[config.mk]
export PLATFORM = sky130hd
export DESIGN_NAME = hub75_row_monitor
export DESIGN_NICKNAME = d
export VERILOG_FILES = /design/src/rtl/hub75_row_monitor.sv
export SDC_FILE = /design/constraint.sdc
export NUM_CORES = 1
export LEC_CHECK = 0
export CORE_MARGIN = 2
export CORE_UTILIZATION = 35
export DETAILED_ROUTE_END_ITERATION = 10
export DONT_BUFFER_PORTS = 1
export HOLD_SLACK_MARGIN = 0.12
export SYNTH_ARGS = -nofsm -noshare
export SYNTH_HDL_FRONTEND = slang
export SYNTH_SLANG_ARGS = --single-unit
[constraint.sdc]
create_clock -name clk -period 2.5 [get_ports clk]
set_input_delay 0.25 -clock clk [delete_from_list [all_inputs] [get_ports clk]]
set_output_delay 0.25 -clock clk [all_outputs]
set_load 0.01 [all_outputs]
[src/rtl/hub75_row_monitor.sv]
// HUB75 drive-signal monitor: oversamples bclk/rgb/addr/oe/le, rebuilds each latched row
// and streams it out tagged with address and bit-plane. Optional macro: HUB75_OE_TIMING_EN.
module hub75_row_monitor #(
  parameter int NUM_COLS = 64,
  parameter int CHAIN    = 1,
  parameter int ADDR_W   = 4,
  parameter int PLANE_W  = 3,
  parameter int CNT_W    = 16
) (
  input  logic                       clk,
  input  logic                       n_reset,
  input  logic                       bclk_in,
  input  logic [2:0]                 rgb_top_in,
  input  logic [2:0]                 rgb_bot_in,
  input  logic [ADDR_W-1:0]          addr_in,
  input  logic                       oe_n_in,
  input  logic                       le_in,
  output logic                       row_valid,
  input  logic                       row_ready,
  output logic [3*NUM_COLS*CHAIN-1:0] row_top,
  output logic [3*NUM_COLS*CHAIN-1:0] row_bot,
  output logic [ADDR_W-1:0]          row_addr,
  output logic [PLANE_W-1:0]         row_plane,
  output logic [CNT_W-1:0]           row_oe_cycles,
  output logic                       err_len,
  output logic                       err_overflow
);

  localparam int               L       = NUM_COLS * CHAIN;
  localparam logic [CNT_W-1:0] L_CNT   = CNT_W'(L);
  localparam logic [CNT_W-1:0] CNT_MAX = '1;

  // Synchroniser chains: index 0 is the first flop, index 2 the edge-detect flop.
  logic [2:0]        bclk_sync;
  logic [2:0]        le_sync;
  logic [2:0]        rgb_top_d1, rgb_top_d2;
  logic [2:0]        rgb_bot_d1, rgb_bot_d2;
  logic [ADDR_W-1:0] addr_d1, addr_d2;

  logic bclk_rise;
  logic le_rise;

  // Colour-major shift registers: [0]=red, [1]=green, [2]=blue, so flattening gives {b,g,r}.
  logic [2:0][L-1:0] sr_top, sr_bot;
  logic [2:0][L-1:0] shift_top, shift_bot;
  logic [CNT_W-1:0]  bit_cnt, cnt_eff;

  logic [ADDR_W-1:0]  prev_addr;
  logic               prev_valid;
  logic [PLANE_W-1:0] plane, plane_next;
  logic               load;

  // NOTE: every clocked block uses non-blocking assignments so flops read pre-edge values.
  always_ff @(posedge clk or negedge n_reset) begin
    if (!n_reset) begin
      bclk_sync  <= '0;
      le_sync    <= '0;
      rgb_top_d1 <= '0;
      rgb_top_d2 <= '0;
      rgb_bot_d1 <= '0;
      rgb_bot_d2 <= '0;
      addr_d1    <= '0;
      addr_d2    <= '0;
    end else begin
      bclk_sync  <= {bclk_sync[1:0], bclk_in};
      le_sync    <= {le_sync[1:0], le_in};
      rgb_top_d1 <= rgb_top_in;
      rgb_top_d2 <= rgb_top_d1;
      rgb_bot_d1 <= rgb_bot_in;
      rgb_bot_d2 <= rgb_bot_d1;
      addr_d1    <= addr_in;
      addr_d2    <= addr_d1;
    end
  end

  assign bclk_rise = bclk_sync[1] & ~bclk_sync[2];
  assign le_rise   = le_sync[1] & ~le_sync[2];

  // Post-shift view of this cycle, so a latch coinciding with a bclk rise sees the new bit.
  // NOTE: defaults first in always_comb so no path leaves a variable unassigned (no latches).
  always_comb begin
    shift_top = sr_top;
    shift_bot = sr_bot;
    cnt_eff   = bit_cnt;
    if (bclk_rise) begin
      for (int c = 0; c < 3; c++) begin
        shift_top[c] = {sr_top[c][L-2:0], rgb_top_d2[c]};
        shift_bot[c] = {sr_bot[c][L-2:0], rgb_bot_d2[c]};
      end
      cnt_eff = (bit_cnt == CNT_MAX) ? bit_cnt : bit_cnt + 1'b1;
    end
    plane_next = (prev_valid && (addr_d2 == prev_addr)) ? plane + 1'b1 : '0;
    load       = le_rise && (!row_valid || row_ready);
  end

  // NOTE: the shift registers are reset explicitly so a reset mid-row discards the partial row.
  always_ff @(posedge clk or negedge n_reset) begin
    if (!n_reset) begin
      sr_top     <= '0;
      sr_bot     <= '0;
      bit_cnt    <= '0;
      prev_addr  <= '0;
      prev_valid <= 1'b0;
      plane      <= '0;
    end else begin
      sr_top  <= shift_top;
      sr_bot  <= shift_bot;
      bit_cnt <= le_rise ? '0 : cnt_eff;
      if (le_rise) begin
        prev_addr  <= addr_d2;
        prev_valid <= 1'b1;
        plane      <= plane_next;
      end
    end
  end

  // Single holding register; a latch while the consumer is stalling drops the new row.
  always_ff @(posedge clk or negedge n_reset) begin
    if (!n_reset) begin
      row_valid    <= 1'b0;
      row_top      <= '0;
      row_bot      <= '0;
      row_addr     <= '0;
      row_plane    <= '0;
      err_len      <= 1'b0;
      err_overflow <= 1'b0;
    end else begin
      err_len      <= le_rise && (cnt_eff != L_CNT);
      err_overflow <= le_rise && row_valid && !row_ready;
      if (load) begin
        row_valid <= 1'b1;
        row_top   <= shift_top;
        row_bot   <= shift_bot;
        row_addr  <= addr_d2;
        row_plane <= plane_next;
      end else if (row_ready) begin
        row_valid <= 1'b0;
      end
    end
  end

`ifdef HUB75_OE_TIMING_EN
  logic [1:0]       oe_n_sync;
  logic [CNT_W-1:0] oe_cnt;
  logic [CNT_W-1:0] oe_hold;

  // Enabled time accumulates between latches; the count travels with the row it precedes.
  always_ff @(posedge clk or negedge n_reset) begin
    if (!n_reset) begin
      oe_n_sync <= 2'b11;
      oe_cnt    <= '0;
      oe_hold   <= '0;
    end else begin
      oe_n_sync <= {oe_n_sync[0], oe_n_in};
      if (le_rise) begin
        oe_cnt <= '0;
      end else if (!oe_n_sync[1] && (oe_cnt != CNT_MAX)) begin
        oe_cnt <= oe_cnt + 1'b1;
      end
      if (load) begin
        oe_hold <= oe_cnt;
      end
    end
  end

  assign row_oe_cycles = oe_hold;
`else
  logic unused_oe_n;
  assign unused_oe_n   = oe_n_in;
  assign row_oe_cycles = '0;
`endif

endmodule

* Yosys cells after proc, flatten, opt, wreduce, memory -nomap -nowiden
Cells that the tools add are included.
** Word-level totals
- Logic and storage cells :: 51
- Output and inout bits :: 410
- Register bits after elaboration :: 828
- Input port bits :: 16
** Cells by class
- Bitwise logic cells :: 4
- Multiplexer cells :: 8
- Eq/ne operators :: 3
- $add $sub $neg :: 2
- Reductions and logical operators :: 9
** Operators with widths (count)
- 2-to-1 mux 192 bit :: 2
- 2-to-1 mux 16 bit :: 3
- adder 16 x 1 -> 16 bit (second input constant) :: 1
- equality test 16 bit (second input constant) :: 1
- != test 16 x 7 -> 1 bit (second input constant) :: 1
- logical AND 1 bit :: 5
- equality test 4 bit :: 1
- adder 3 x 1 -> 3 bit (second input constant) :: 1
- 2-to-1 mux 3 bit :: 1
- bitwise AND 1 bit :: 2
- zero test 1 bit :: 2
- 2-to-1 mux 1 bit :: 2
- NOT 1 bit :: 2
- nonzero test 2 bit :: 1
- logical OR 1 bit :: 1

* Logic depth before layout (Yosys ltp)
Gate-level depths: netlist (run 1).
- Word-level depth :: 5
- Depth in mapped cells :: 7
- Depth with buffers taken out :: 7

* Worst setup path after synthesis (run 1)
Ideal clock, no wire load.
- Kind :: reg-to-reg
- From :: register bclk_sync[2]
- To :: register err_len
- Cell stages (with the launch flop) :: 7
- Buffers on the path :: 0
- Arrival time :: 1.832 ns
- Setup slack :: 0.529 ns
- Data required time :: 2.360 ns
- Clock period less this slack :: 1.971 ns
- Setup time :: 0.140 ns
- Cell sequence :: dfrtp_1 or2b_1 or4_4 a311o_1 xor2_1 o21a_1 a41oi_2
** Between the ends
- Longest elaborated chain between the ends :: 5
** RTL lines
- start: declaration :: line 34 : logic [2:0] bclk_sync;
- start signal: assignment :: line 65 : bclk_sync <= {bclk_sync[1:0], bclk_in};
- NOT 1 bit :: line 76 : assign bclk_rise = bclk_sync[1] & ~bclk_sync[2];
- bitwise AND 1 bit :: line 76
- 2-to-1 mux 16 bit :: line 85 : if (bclk_rise) begin
- != test 16 x 7 -> 1 bit :: line 128 : err_len <= le_rise && (cnt_eff != L_CNT);
- logical AND 1 bit :: line 128
- end signal: assignment :: line 128
- end: declaration :: line 25 : output logic err_len,
No other way between the ends.
A chain may end at the register's enable or synchronous reset.

* Worst setup path after layout (run 1)
Ends and elaborated chain as after synthesis.

==> out/metrics.yaml, run 1 <==
job:
  maxCapViolCount: 0
timing:
  whs_ns: -0.469
  finalHoldViolations: 139
  relSlewSlack: 0.115
  rsz0062_at_grt: "false"
  clock_skew_ns: 0.0267
  finalSetupViolCount: 0
  fmax_mhz: 439
  slew_violations: 0
  fin_crit_ns: 2.28
  worstMarginPinSlew_ns: 1.33
  post-route-period-util: 0.911
  setup_slack_ns: 0.222
clock_network:
  cts_buffer_depth: 3
  cts_tree: "done"
  clkTransAtPathRegs_ns: 0.06
  cts_sinks: 828
  cts_root_buffer: "clkbuf_16"
  h-tree-depth: 3
  cts_buffers: 90
  worstSkewPairLatency_ns: 0.65
global_route:
  overflow: 0
  grt_pass1_wl_um: 107000
  grt_max_degree: 829
  met2_usage: 0.239
  antenna_found_initial: 2
  grtUsageMet1: 0.185
  gr-max-usage-layer: "met2"
  use_met3: 0.0534
  grt_pass1_vias: 18300
  grtUsageTotal: 0.148
worst_setup_path:
  critPathKind: "reg -> reg"
  slowest_delay_ns: 0.42
  path_cells: "or2b_4, buf_4, a21oi_1, mux2_2, and4_1, a41oi_2"
  crit_fanout: 49
  crit_slowest_cell: "a21oi_1"
  start_kind: "register"
  arrival_ns: 2.81
  end_kind: "register"
  critPathRequiredTime_ns: 3.03
finish:
  fin_nets: 2698
  fin_cells: 3901
  final_util: 0.408
  drive_gt1_frac: 0.211
  fillers: 8298
  syn_to_final_growth_pct: 14.9
power_and_ir_drop:
  p_leak_nw: 19.0
  ir_drop_mv: 0.679
  p_per_area_nw_per_um2: 835
  fin_total_pwr_mw: 29.7
drt:
  remaining_drc_errors: 0
  wl_per_cell_um: 17.3
  antenna_left: 0
  routed_via_density: 4.65
  drt_iter0_drc: 1342
  wl_um: 67500
  first_pass_iters: 5
  vias: 18100
synthesis:
  seq_area_frac_synth: 0.670
  synth-edff-count: 0
  ys.flop_type: "dfrtp_1"
  synth-seq-cells: 828
  netlist_area_um2: 30900
  postSynthCellCount: 2662
  synthArstFlopShare: 1.00
  synth_cell_types: 49
  syn_avg_cell_area_um2: 11.6
  yosys_warnings: 0
floorplanning:
  start_util: 0.355
  dieWidth_um: 301
  rows: 108
  die_area_um2: 90700
  coreArea_um2: 87200
  die_y_um: 301
  ios: 426
placed_design:
  hpwl_um: 41600
  dpl.cell_count: 3720
  place.gp.congestion: 0.756
  pre_cts_ws_ns: -0.0945
  io_buffer_count: 0
outcome:
  violations: "negative hold slack"
  run_status: "complete, but fails checks"
min_path:
  hp-class: "in -> async"
## per-stage QoR
step                cell area [um2]  hold slack [ns]  setup TNS (ns)
floorplan                     31000          -0.0456               0
global placement              32200          -0.0334           -3.96
detailed placement            32200          -0.0288           -7.10
CTS                           35300           -0.744               0
global route                  35500           -0.516               0
finish                        35500           -0.469               0
## layer usage
layer | vias to the layer above | share of wire
met3 | 118 | 0.074
met4 | 2 | 0.028
met5 | - | 0.00016
met1 | 9108 | 0.42
met2 | 348 | 0.48
li1 | 8567 | -
## what timing repair did
item,CTS,global route
hold endpoints to repair,842,280
buffers inserted,0,0
setup endpoints to repair,175,206
pin swaps,0,0
hold buffers,17,2
resized for setup,1,2
gates cloned,0,1
## final timing paths
| check | startpoint | endpoint | slack (ns) | cells after the start |
|---|---|---|---|---|
| worst max register to register | bclk_sync[2] | err_len | 0.22 | 6 |
| worst min register to register | le_sync[0] | le_sync[1] | 0.35 | 0 |
| worst max-delay path | bclk_sync[2] | err_len | 0.22 | 6 |
| max in group asynchronous | n_reset | row_top[159] | 0.30 | 5 |
| min in group clk | addr_in[2] | addr_d1[2] | 0.19 | 1 |
| worst min-delay path | n_reset | row_bot[73] | -0.47 | 2 |
## critical path, delay by kind of cell (launching register included)
kind                   cells  cell delay [ns]
AO/OA/AOI/OAI              2             0.58
multiplexers               1             0.40
buffers and inverters      1             0.31
flip-flops                 1             0.37
AND/OR/NAND/NOR            2             0.49
## registers in the layout (all words and copies together), names as in the netlist
register	count
err_overflow	1
rgb_top_d1	3
prev_addr	4
rgb_top_d2	3
bclk_sync	3
err_len	1
row_plane	3
sr_top	192
plane	3
addr_d1	4
rgb_bot_d1	3
row_bot	192
addr_d2	4
bit_cnt	16
row_valid	1
le_sync	3
row_top	192
rgb_bot_d2	3
row_addr	4
prev_valid	1
sr_bot	192
## synthesized netlist by cell type (2+ instances only)
| cell type | n | area share |
|---|---|---|
| dfrtp_1 | 828 | 0.67 |
| clkbuf_1 | 120 | 0.015 |
| buf_1 | 10 | 0.0012 |
| and3_1 | 3 | 0.00061 |
| nor3_1 | 5 | 0.00081 |
| nand2_1 | 1177 | 0.14 |
| nor2b_1 | 3 | 0.00061 |
| and4_1 | 2 | 0.00057 |
| mux2_2 | 387 | 0.14 |
| o31ai_1 | 3 | 0.00073 |
| mux2i_1 | 3 | 0.00097 |
| nand3_1 | 4 | 0.00065 |
| xor2_1 | 5 | 0.0014 |
| xnor2_1 | 6 | 0.0017 |
| nor2_1 | 22 | 0.0027 |
| buf_4 | 16 | 0.0039 |
| buf_6 | 2 | 0.00073 |
| nand2b_1 | 5 | 0.0010 |
| inv_1 | 10 | 0.0012 |
| ha_1 | 2 | 0.00081 |
| a21oi_1 | 5 | 0.00081 |
| o21ai_0 | 13 | 0.0021 |
| nand4_1 | 3 | 0.00061 |
| and2_1 | 3 | 0.00061 |
## area by class of cell
type | count | area [um2] | area share
inverters | 10 | 37.5 | 0.00106
repair buffers | 60 | 773 | 0.0218
diodes | 2 | 5.00 | 0.000141
well taps | 1155 | 1450 | 0.0407
flip-flops and latches | 828 | 20700 | 0.583
clock inverters | 21 | 211 | 0.00595
clock buffers | 135 | 2740 | 0.0770
multi-input cells | 1690 | 9600 | 0.270
## cell usage in the layout (no fill, tap or decap), types with 2 or more instances in the layout
| cell type | n |
|---|---|
| nand2b_1 | 5 |
| mux2_2 | 387 |
| dlygate4sd3_1 | 17 |
| and4_1 | 2 |
| bufinv_16 | 3 |
| dfrtp_1 | 828 |
| nand3_1 | 4 |
| clkinv_2 | 12 |
| conb_1 | 16 |
| clkbuf_1 | 18 |
| ha_1 | 2 |
| a21oi_1 | 5 |
| nand2_1 | 1176 |
| nor2_1 | 22 |
| and3_1 | 3 |
| inv_1 | 10 |
| xnor2_1 | 6 |
| mux2i_1 | 3 |
| clkbuf_16 | 95 |
| o21ai_0 | 13 |
| diode_2 | 2 |
| clkinv_4 | 2 |
| and2_1 | 3 |
| nor3_1 | 5 |
| buf_12 | 14 |
| nand4_1 | 3 |
| o31ai_1 | 3 |
| buf_16 | 4 |
| xor2_1 | 5 |
| clkbuf_8 | 23 |
| buf_4 | 23 |
| nor2b_1 | 2 |
## power by group
group          total, mW  internal (mW)  switching (mW)
logic               1.64          0.635            1.01
clock network       13.1           7.84            5.30
registers           14.9           14.1           0.760
## kinds of logic (layout without fill, tap and decap cells)
kind of cell             count (synthesis)  after routing  share of synthesized area
multiplexers                           390            390                      0.142
XOR/XNOR                                11             11                    0.00312
other                                    1             18                   0.000121
flip-flops                             828            828                      0.670
buffers and inverters                  159            226                     0.0218
AND/OR/NAND/NOR                       1237           1237                      0.154
adder cells (fa/ha/maj)                  2              2                   0.000809
AO/OA/AOI/OAI                           34             34                    0.00761
Note: power is estimated with default switching activity, not from simulation.
==> run 2, diff against run 1 <==
- RECOVER_POWER: not set -> 100
- clock period: 2.5 -> 2.4 ns (I/O delays scaled with it)
==> run 2 against run 1 <==
Compared with the run above:
- the run ends with negative hold slack, max-capacitance violations, max-slew violations left
- utilization barely moved
- sequential cell count unchanged
- register-to-register slack got worse by 0.07 ns
- clock-buffer cell count rose by 1
- wire length is 0.20% lower
- clock power rose by 6%
- via count rose by 0.13%
- combinational power grew 2%
- sequential share of layout area rose by 0.060 points
==> out/metrics.yaml, run 2 (synthesis results as in run 1) <==
drt:
  vias: 18200
  remaining_drc_errors: 0
  wl_um: 67400
  wl_per_cell_um: 17.2
  antenna_left: 0
  routed_via_density: 4.65
  first_pass_iters: 5
  drt_iter0_drc: 1233
worst_setup_path:
  crit_slowest_cell: "or4_1"
  arrival_ns: 2.73
  critPathBufInv: 0
  critPathRequiredTime_ns: 2.89
  end_kind: "register"
  slowest_delay_ns: 0.54
  path_delay_family: "simple AND/OR/NAND/NOR gates"
  start_kind: "register"
  r2r.worst_path.cells: 6
  r2r-start: "bclk_sync[2]"
  critPathKind: "reg -> reg"
  reg2reg_to: "err_len"
  path_cells: "or2b_4, or4_1, a311o_1, xor2_1, o21a_1, a41oi_1"
  crit_fanout: 8
  r2r_setup_slack_ns: 0.16
timing:
  rsz0062_at_grt: "false"
  fin_crit_ns: 2.24
  setup_slack_ns: 0.155
  clock_skew_ns: 0.0146
  slew_violations: 326
  whs_ns: -0.714
  worstMarginPinSlew_ns: 1.79
  setup-tns-final_ns: 0
  finalHoldViolations: 138
  finalSetupViolCount: 0
  post-route-period-util: 0.935
  fmax_mhz: 445
  relSlewSlack: -0.192
global_route:
  antenna_found_initial: 2
  overflow: 0
  grt_pass1_wl_um: 106000
  grt_pass1_vias: 18100
  grtUsageTotal: 0.148
  grt_max_degree: 829
power_and_ir_drop:
  power_frac_comb: 0.054
  p_per_area_nw_per_um2: 876
  ir_drop_mv: 0.742
  clkPwrFrac: 0.447
  switching_share: 0.236
  seqPwrFrac: 0.499
  p_sw_mw: 7.33
  fin_total_pwr_mw: 31.1
  p_leak_nw: 19.0
  internal-power_mw: 23.7
clock_network:
  h-tree-depth: 3
  cts_root_buffer: "clkbuf_16"
  cts_buffers: 89
  cts_buffer_depth: 3
  ctsResizeCount: 0
  cts-hold-fix-buffers: 23
  cts_tree: "done"
  cts_setup_buffers: 0
  worstSkewPairLatency_ns: 0.65
  clkTransAtPathRegs_ns: 0.06
  cts_sinks: 828
floorplanning:
  ios: 426
  rows: 108
  die_area_um2: 90700
  die_y_um: 301
  coreArea_um2: 87200
  dieWidth_um: 301
  start_util: 0.355
placed_design:
  pre_cts_ws_ns: 0.176
  io_buffer_count: 0
  place.gp.congestion: 0.776
  dpl.cell_count: 3719
  hpwl_um: 41400
  dpl-instance-area_um2: 32200
finish:
  syn_to_final_growth_pct: 14.8
  stdcell_area_um2: 35500
  fin_nets: 2701
  final_cell_mix: "nand2_1 (1,177), dfrtp_1 (828), mux2_2 (387)"
  fillers: 8237
  fin_cells: 3908
  drive_gt1_frac: 0.209
  final_common_cell: "nand2_1"
  final_util: 0.407
outcome:
  run_status: "complete, but fails checks"
  violations: "negative hold slack, max-capacitance violations, max-slew violations"
min_path:
  hp-class: "in -> async"
job:
  maxCapViolCount: 2
## run 2: cell count changes in the layout (fill, tap and decap cells not counted), sizes merged
cell,before,now
bufinv,3,4
dlygate4sd3,17,23
diode,2,1
buf,42,28
clkinv,15,17
clkbuf,136,149
## run 2: worst max-delay path by stage
stage            startpoint  endpoint  slack (ns)  cells past startpoint
2_1_floorplan  bclk_sync[2]   err_len        0.43                      6
6_report       bclk_sync[2]   err_len        0.16                      6
5_1_grt        bclk_sync[2]   err_len        0.04                      6
3_3_place_gp   bclk_sync[2]   err_len        0.22                      6
3_5_place_dp   bclk_sync[2]   err_len        0.18                      6
4_1_cts        bclk_sync[2]   err_len        0.17                      6
## run 2: final cells by class
type / count / area, um2 / share of cell area
diodes: 1 / 2.50 / 0.0000705
multi-input cells: 1690 / 9570 / 0.270
repair buffers: 64 / 698 / 0.0197
clock inverters: 24 / 238 / 0.00670
well taps: 1155 / 1450 / 0.0407
clock buffers: 136 / 2780 / 0.0784
flip-flops and latches: 828 / 20700 / 0.584
inverters: 10 / 37.5 / 0.00106
## run 2: power groups by stage
stage	sequential (mW)	clock [mW]	combinational [mW]
finish	15.5	13.9	1.68
global placement	15.8	0	1.39
floorplan	15.5	0	1.13
global route	15.6	14.9	1.93
CTS	15.5	14.4	1.46
detailed placement	15.8	0	1.42
## run 2: metal layers
metal  GRT usage  routed length, um
met5           0                 13
met4      0.0551               2090
met3      0.0524               4980
met2       0.237              32300
met1       0.185              28000
## run 2: worst reg2reg max path: stages (launching register included)
cell     delay (ns)
dfrtp_1        0.41
or2b_4         0.32
or4_1          0.54
a311o_1        0.34
xor2_1         0.18
o21a_1         0.16
a41oi_1        0.14
